==> config.mk <==
export PLATFORM = sky130hd
export DESIGN_NAME = word_serializer
export DESIGN_NICKNAME = d
export VERILOG_FILES = /design/src/rtl/word_serializer.sv
export SDC_FILE = /design/constraint.sdc
export NUM_CORES = 1
export LEC_CHECK = 0
export ABC_CLOCK_PERIOD_IN_PS = 1500
export CAP_MARGIN = 20
export CORE_MARGIN = 5
export CORE_UTILIZATION = 43
export CTS_CLUSTER_DIAMETER = 50
export CTS_CLUSTER_SIZE = 20
export DETAILED_ROUTE_END_ITERATION = 16
export PLACE_DENSITY = 0.82
export SKIP_LAST_GASP = 1
export SLEW_MARGIN = 20
export SYNTH_ARGS = -nofsm -noshare
export SYNTH_HDL_FRONTEND = slang
export SYNTH_SLANG_ARGS = --single-unit
==> constraint.sdc <==
create_clock -name clk -period 1.5 [get_ports clk]
set_clock_uncertainty 0.2 [all_clocks]
set_input_delay 0.15 -clock clk [delete_from_list [all_inputs] [get_ports clk]]
set_output_delay 0.15 -clock clk [all_outputs]
set_load 0.02 [all_outputs]
==> src/rtl/word_serializer.sv <==
// Parallel-to-serial front end: takes words over valid/ready and shifts them out
// one bit at a time, each bit held BIT_PERIOD clocks, with back-to-back support and abort.
module word_serializer #(
   parameter int unsigned WORD_BITS  = 8,
   parameter int unsigned MSB_FIRST  = 1,
   parameter int unsigned BIT_PERIOD = 1,
   parameter logic        IDLE_BIT   = 1'b0
) (
   input  logic                 clk,
   input  logic                 n_rst,
   input  logic [WORD_BITS-1:0] data_in,
   input  logic                 data_valid,
   output logic                 data_ready,
   input  logic                 clear,
   output logic                 serial_out,
   output logic                 serial_active,
   output logic                 word_done
);

   localparam int unsigned IDX_W  = $clog2(WORD_BITS);
   localparam int unsigned TICK_W = $clog2(BIT_PERIOD) + 1;
   localparam logic [IDX_W-1:0]  LAST_IDX  = IDX_W'(WORD_BITS - 1);
   localparam logic [TICK_W-1:0] LAST_TICK = TICK_W'(BIT_PERIOD - 1);

   typedef enum logic [0:0] {
      IDLE  = 1'b0,
      SHIFT = 1'b1
   } state_t;

   state_t               state_r, state_s;
   logic [WORD_BITS-1:0] shift_r, shift_s, shifted_s;
   logic [IDX_W-1:0]     bit_idx_r, bit_idx_s;
   logic [TICK_W-1:0]    tick_r, tick_s;
   logic                 serial_out_r, serial_out_s;
   logic                 active_r, active_s;
   logic                 done_r, done_s;
   logic                 last_s, accept_s;

   // Bit currently at the output end of a word image.
   function automatic logic out_end(input logic [WORD_BITS-1:0] w);
      if (MSB_FIRST != 32'd0) begin
         return w[WORD_BITS-1];
      end else begin
         return w[0];
      end
   endfunction

   // Handshake and end-of-word decode.
   always_comb begin
      last_s     = (state_r == SHIFT) && (bit_idx_r == LAST_IDX) && (tick_r == LAST_TICK);
      data_ready = (state_r == IDLE) || last_s;
      accept_s   = data_valid && data_ready && !clear;
   end

   // Shift toward the output end; the vacated bit is don't-care.
   always_comb begin
      if (MSB_FIRST != 32'd0) begin
         shifted_s = {shift_r[WORD_BITS-2:0], 1'b0};
      end else begin
         shifted_s = {1'b0, shift_r[WORD_BITS-1:1]};
      end
   end

   // Next-state and next-output logic; clear outranks accept and end of word.
   always_comb begin
      state_s      = state_r;
      shift_s      = shift_r;
      bit_idx_s    = bit_idx_r;
      tick_s       = tick_r;
      serial_out_s = serial_out_r;
      active_s     = active_r;
      done_s       = 1'b0;
      if (clear) begin
         state_s      = IDLE;
         bit_idx_s    = '0;
         tick_s       = '0;
         serial_out_s = IDLE_BIT;
         active_s     = 1'b0;
      end else if (accept_s) begin
         state_s      = SHIFT;
         shift_s      = data_in;
         bit_idx_s    = '0;
         tick_s       = '0;
         serial_out_s = out_end(data_in);
         active_s     = 1'b1;
         done_s       = last_s;
      end else begin
         case (state_r)
            IDLE: begin
               state_s = IDLE;
            end
            SHIFT: begin
               if (last_s) begin
                  state_s      = IDLE;
                  bit_idx_s    = '0;
                  tick_s       = '0;
                  serial_out_s = IDLE_BIT;
                  active_s     = 1'b0;
                  done_s       = 1'b1;
               end else if (tick_r == LAST_TICK) begin
                  tick_s       = '0;
                  bit_idx_s    = bit_idx_r + IDX_W'(1);
                  shift_s      = shifted_s;
                  serial_out_s = out_end(shifted_s);
               end else begin
                  tick_s = tick_r + TICK_W'(1);
               end
            end
            default: begin
               state_s      = IDLE;
               serial_out_s = IDLE_BIT;
               active_s     = 1'b0;
            end
         endcase
      end
   end

   // State and output registers.
   always_ff @(posedge clk or negedge n_rst) begin
      if (!n_rst) begin
         state_r      <= IDLE;
         shift_r      <= '0;
         bit_idx_r    <= '0;
         tick_r       <= '0;
         serial_out_r <= IDLE_BIT;
         active_r     <= 1'b0;
         done_r       <= 1'b0;
      end else begin
         state_r      <= state_s;
         shift_r      <= shift_s;
         bit_idx_r    <= bit_idx_s;
         tick_r       <= tick_s;
         serial_out_r <= serial_out_s;
         active_r     <= active_s;
         done_r       <= done_s;
      end
   end

   assign serial_out    = serial_out_r;
   assign serial_active = active_r;
   assign word_done     = done_r;

endmodule

==> results_dict.tcl <==
set metrics [dict create \
    run_status "finished with violations" \
    failed_checks "setup timing" \
    nets 107 \
    p_int_uw 685 \
    synthesis_to_finish_area_growth_pct 53.0 \
    number_of_endpoints_failing_setup_at_the_final_stage 14 \
    drive_above_1_share 0.380 \
    synth_commonest_cells "sky130_fd_sc_hd__dfrtp_1, sky130_fd_sc_hd__o2bb2ai_1, sky130_fd_sc_hd__a31oi_1, sky130_fd_sc_hd__and3b_2, sky130_fd_sc_hd__nor2_1" \
    path_max_fanout 7 \
    hold_path_class "input port to register" \
    die_width_um 50.8 \
    tightestPinTransition_ps 376 \
    clk_pin_slew_worst_paths_ps 90 \
    worst-path-buf-inv 3 \
    cts_root_buf "sky130_fd_sc_hd__clkbuf_4" \
    syn_area_per_cell_um2 11.7 \
    postPlaceCellArea_um2 941 \
    synth_edf_count 0 \
    routed_via_density 5.61 \
    max_slew_margin_vs_limit 0.749 \
    grt-ovfl-total 0 \
    antenna_violating_nets_post_route 0 \
    worst-endpoint-arrival_ps 1790 \
    clock_power_share 0.294 \
    antenna_cells_inserted 0 \
    track_usage 0.153 \
    min_period_over_period 1.22 \
    synth-seq-area-share 0.490 \
    final_hold_viol_count 0 \
    grt_first_pass_wirelength_um 2930 \
    period_needed_ps 1830 \
    synthTopCellsByArea "sky130_fd_sc_hd__dfrtp_1, sky130_fd_sc_hd__o2bb2ai_1, sky130_fd_sc_hd__and3b_2" \
    postSynthCellCount 61 \
    placementRows 14 \
    maxCapViolCount 0 \
    tritoncts.num_buffers 3 \
    ys.warnings.count 0 \
    synth_async_sr_flop_share 1.00 \
    final_weighted_congestion_in_routability_driven_placement 0.753 \
    port_buffers 15 \
    yosysMostFrequentCell "sky130_fd_sc_hd__dfrtp_1" \
    total_switching_power_uw 243 \
    h-tree-depth 1 \
    route.final.wire_length_um 1840 \
    first_pass_iters 3 \
    irDropWorstVdd_v 0.000557 \
    placeableCoreArea_um2 1540 \
    synth_area_leader_cell "sky130_fd_sc_hd__dfrtp_1" \
    floorplan.initialDensity 0.464 \
    detail_route.drc_violations 0 \
    clock_tree_from_tritoncts "yes" \
    seq_pwr_share 0.473 \
    final_design_area_no_fill_um2 1090 \
    fin_total_pwr_uw 928 \
    yosysUniqueCellTypes 23 \
    slew_violations 0 \
    type_of_origin_of_the_critical_path "register" \
    grt_max_degree 15 \
    route.detailed.wl_per_inst_um 17.0 \
    p_sw_frac 0.262 \
    io_pins 16 \
    critical_path_rt_ps 1470 \
    critical_path.max_stage_delay_ps 410 \
    static-leakage-power_uw 0.000493 \
    grt_setup_unrepaired "true" \
    synthesis.nets 75 \
    worstSkewPairLatency_ps 280 \
    timing.critical_path.slowest_stage_cell "sky130_fd_sc_hd__dfrtp_1" \
    die-height_um 50.8 \
    power.combinational.fraction 0.234 \
    synthDominantCellAreaShare 0.490 \
    post_synthesis_cell_area_um2 716 \
    clk_sinks 14 \
    timing.setup.critical_path_class "register to register" \
    fmaxAchievable_ghz 0.547 \
    finalCoreUtilization 0.710 \
    ys_seq_elements 14 \
    die_footprint_um2 2580 \
    initial_antenna_violation_count 0 \
    clk_path_buf_depth 2 \
    vias 606 \
    ys.flop_type "sky130_fd_sc_hd__dfrtp_1" \
    detailedRoute.firstIterationViolations 4 \
    power.density_cell_area_nw_per_um2 848 \
    first_global_vias 595 \
    layout.filler_cells 125 \
    worstSetupEndpointType "register" \
    timing.critical_path.cells "ha_2, ha_4, nor2b_4, buf_12, inv_12, buf_4, a31oi_1, o2bb2ai_1" \
    setup_ws_ps -327 \
    critical_path.top_delay_family "flip-flops" \
    place_hpwl_um 1190 \
]
path summary, 6_finish.rpt:
check | startpoint | depth (start not counted) | slack [ps] | endpoint
min in group asynchronous | n_rst | 3 | 510 | shift_r[5]$_DFFE_PN0P_
max reg2reg | bit_idx_r[1]$_DFFE_PN0P_ | 8 | -330 | shift_r[6]$_DFFE_PN0P_
max | bit_idx_r[1]$_DFFE_PN0P_ | 8 | -330 | shift_r[6]$_DFFE_PN0P_
min | data_in[0] | 3 | 250 | shift_r[0]$_DFFE_PN0P_
max in group asynchronous | n_rst | 3 | 420 | word_done$_DFF_PN0_
min reg2reg | shift_r[0]$_DFFE_PN0P_ | 1 | 290 | shift_r[0]$_DFFE_PN0P_
repair_timing:
item,4_1_cts,5_1_grt
endpoints found under the setup margin,16,14
gates resized for setup,13,5
gates cloned,0,0
hold endpoints to repair,14,0
setup buffers,2,5
hold buffers,1,0
pin swaps,14,4
state kept, by name, indices dropped and copies added (netlist names):
name	count
serial_active	1
word_done	1
state_r	1
serial_out	1
bit_idx_r	3
shift_r	7
final cells by class:
cell class	count	area [um2]	area share
tap	16	20.0	0.0183
timing repair buffer	31	298	0.272
inverter	2	20.0	0.0183
sequential	14	350	0.320
multi-input combinational	41	370	0.338
clock buffer	4	36.3	0.0331
power by group through the flow:
stage	logic [uW]	registers (uW)	clock network, uW
after floorplan	90.3	442	0
after global placement	175	441	0
after detailed placement	181	444	0
after CTS	204	437	285
after global routing	236	444	310
final	217	439	273
routing by layer:
| metal | wire length (um) | track usage | up-vias |
|---|---|---|---|
| li1 | - | - | 290 |
| met1 | 809 | 0.197 | 307 |
| met2 | 948 | 0.238 | 9 |
| met3 | 79 | 0.0414 | 0 |
| met4 | 0 | 0.0638 | 0 |
| met5 | 0 | 0 | - |
tightest hold or removal path, stage by stage:
cell                              delay (ps)
sky130_fd_sc_hd__clkdlybuf4s50_1         400
sky130_fd_sc_hd__nand3_1                  80
sky130_fd_sc_hd__o2bb2ai_1                60
kinds of logic (layout without fill, tap and decap cells):
group	Yosys count	after routing	synth area share
compound gates	19	19	0.201
simple gates	17	17	0.166
flops	14	14	0.490
buf+inv	6	37	0.0664
mux	3	3	0.0420
fa+ha+maj	2	2	0.0350
per-stage QoR:
stage	hold WS (ps)	cells	TNS, ps	worst slack, ps
2_1_floorplan	-346	61	-557	-82.2
3_3_place_gp	264	97	-2090	-329
3_5_place_dp	269	97	-2770	-374
4_1_cts	246	103	-2010	-307
5_1_grt	264	108	-3880	-415
6_report	255	108	-2940	-327
placed cells by master, fill, tap and decap left out, types with 2 or more instances in the layout:
| cell | count |
|---|---|
| sky130_fd_sc_hd__o2bb2ai_1 | 6 |
| sky130_fd_sc_hd__dfrtp_1 | 14 |
| sky130_fd_sc_hd__nand2_1 | 2 |
| sky130_fd_sc_hd__buf_6 | 3 |
| sky130_fd_sc_hd__nor2_1 | 5 |
| sky130_fd_sc_hd__and3b_2 | 6 |
| sky130_fd_sc_hd__mux2i_1 | 2 |
| sky130_fd_sc_hd__buf_4 | 11 |
| sky130_fd_sc_hd__dlygate4sd2_1 | 3 |
| sky130_fd_sc_hd__a21oi_1 | 2 |
| sky130_fd_sc_hd__a31oi_1 | 5 |
| sky130_fd_sc_hd__clkbuf_4 | 3 |
| sky130_fd_sc_hd__clkdlybuf4s50_1 | 11 |
(Power assumes the default switching activity.)
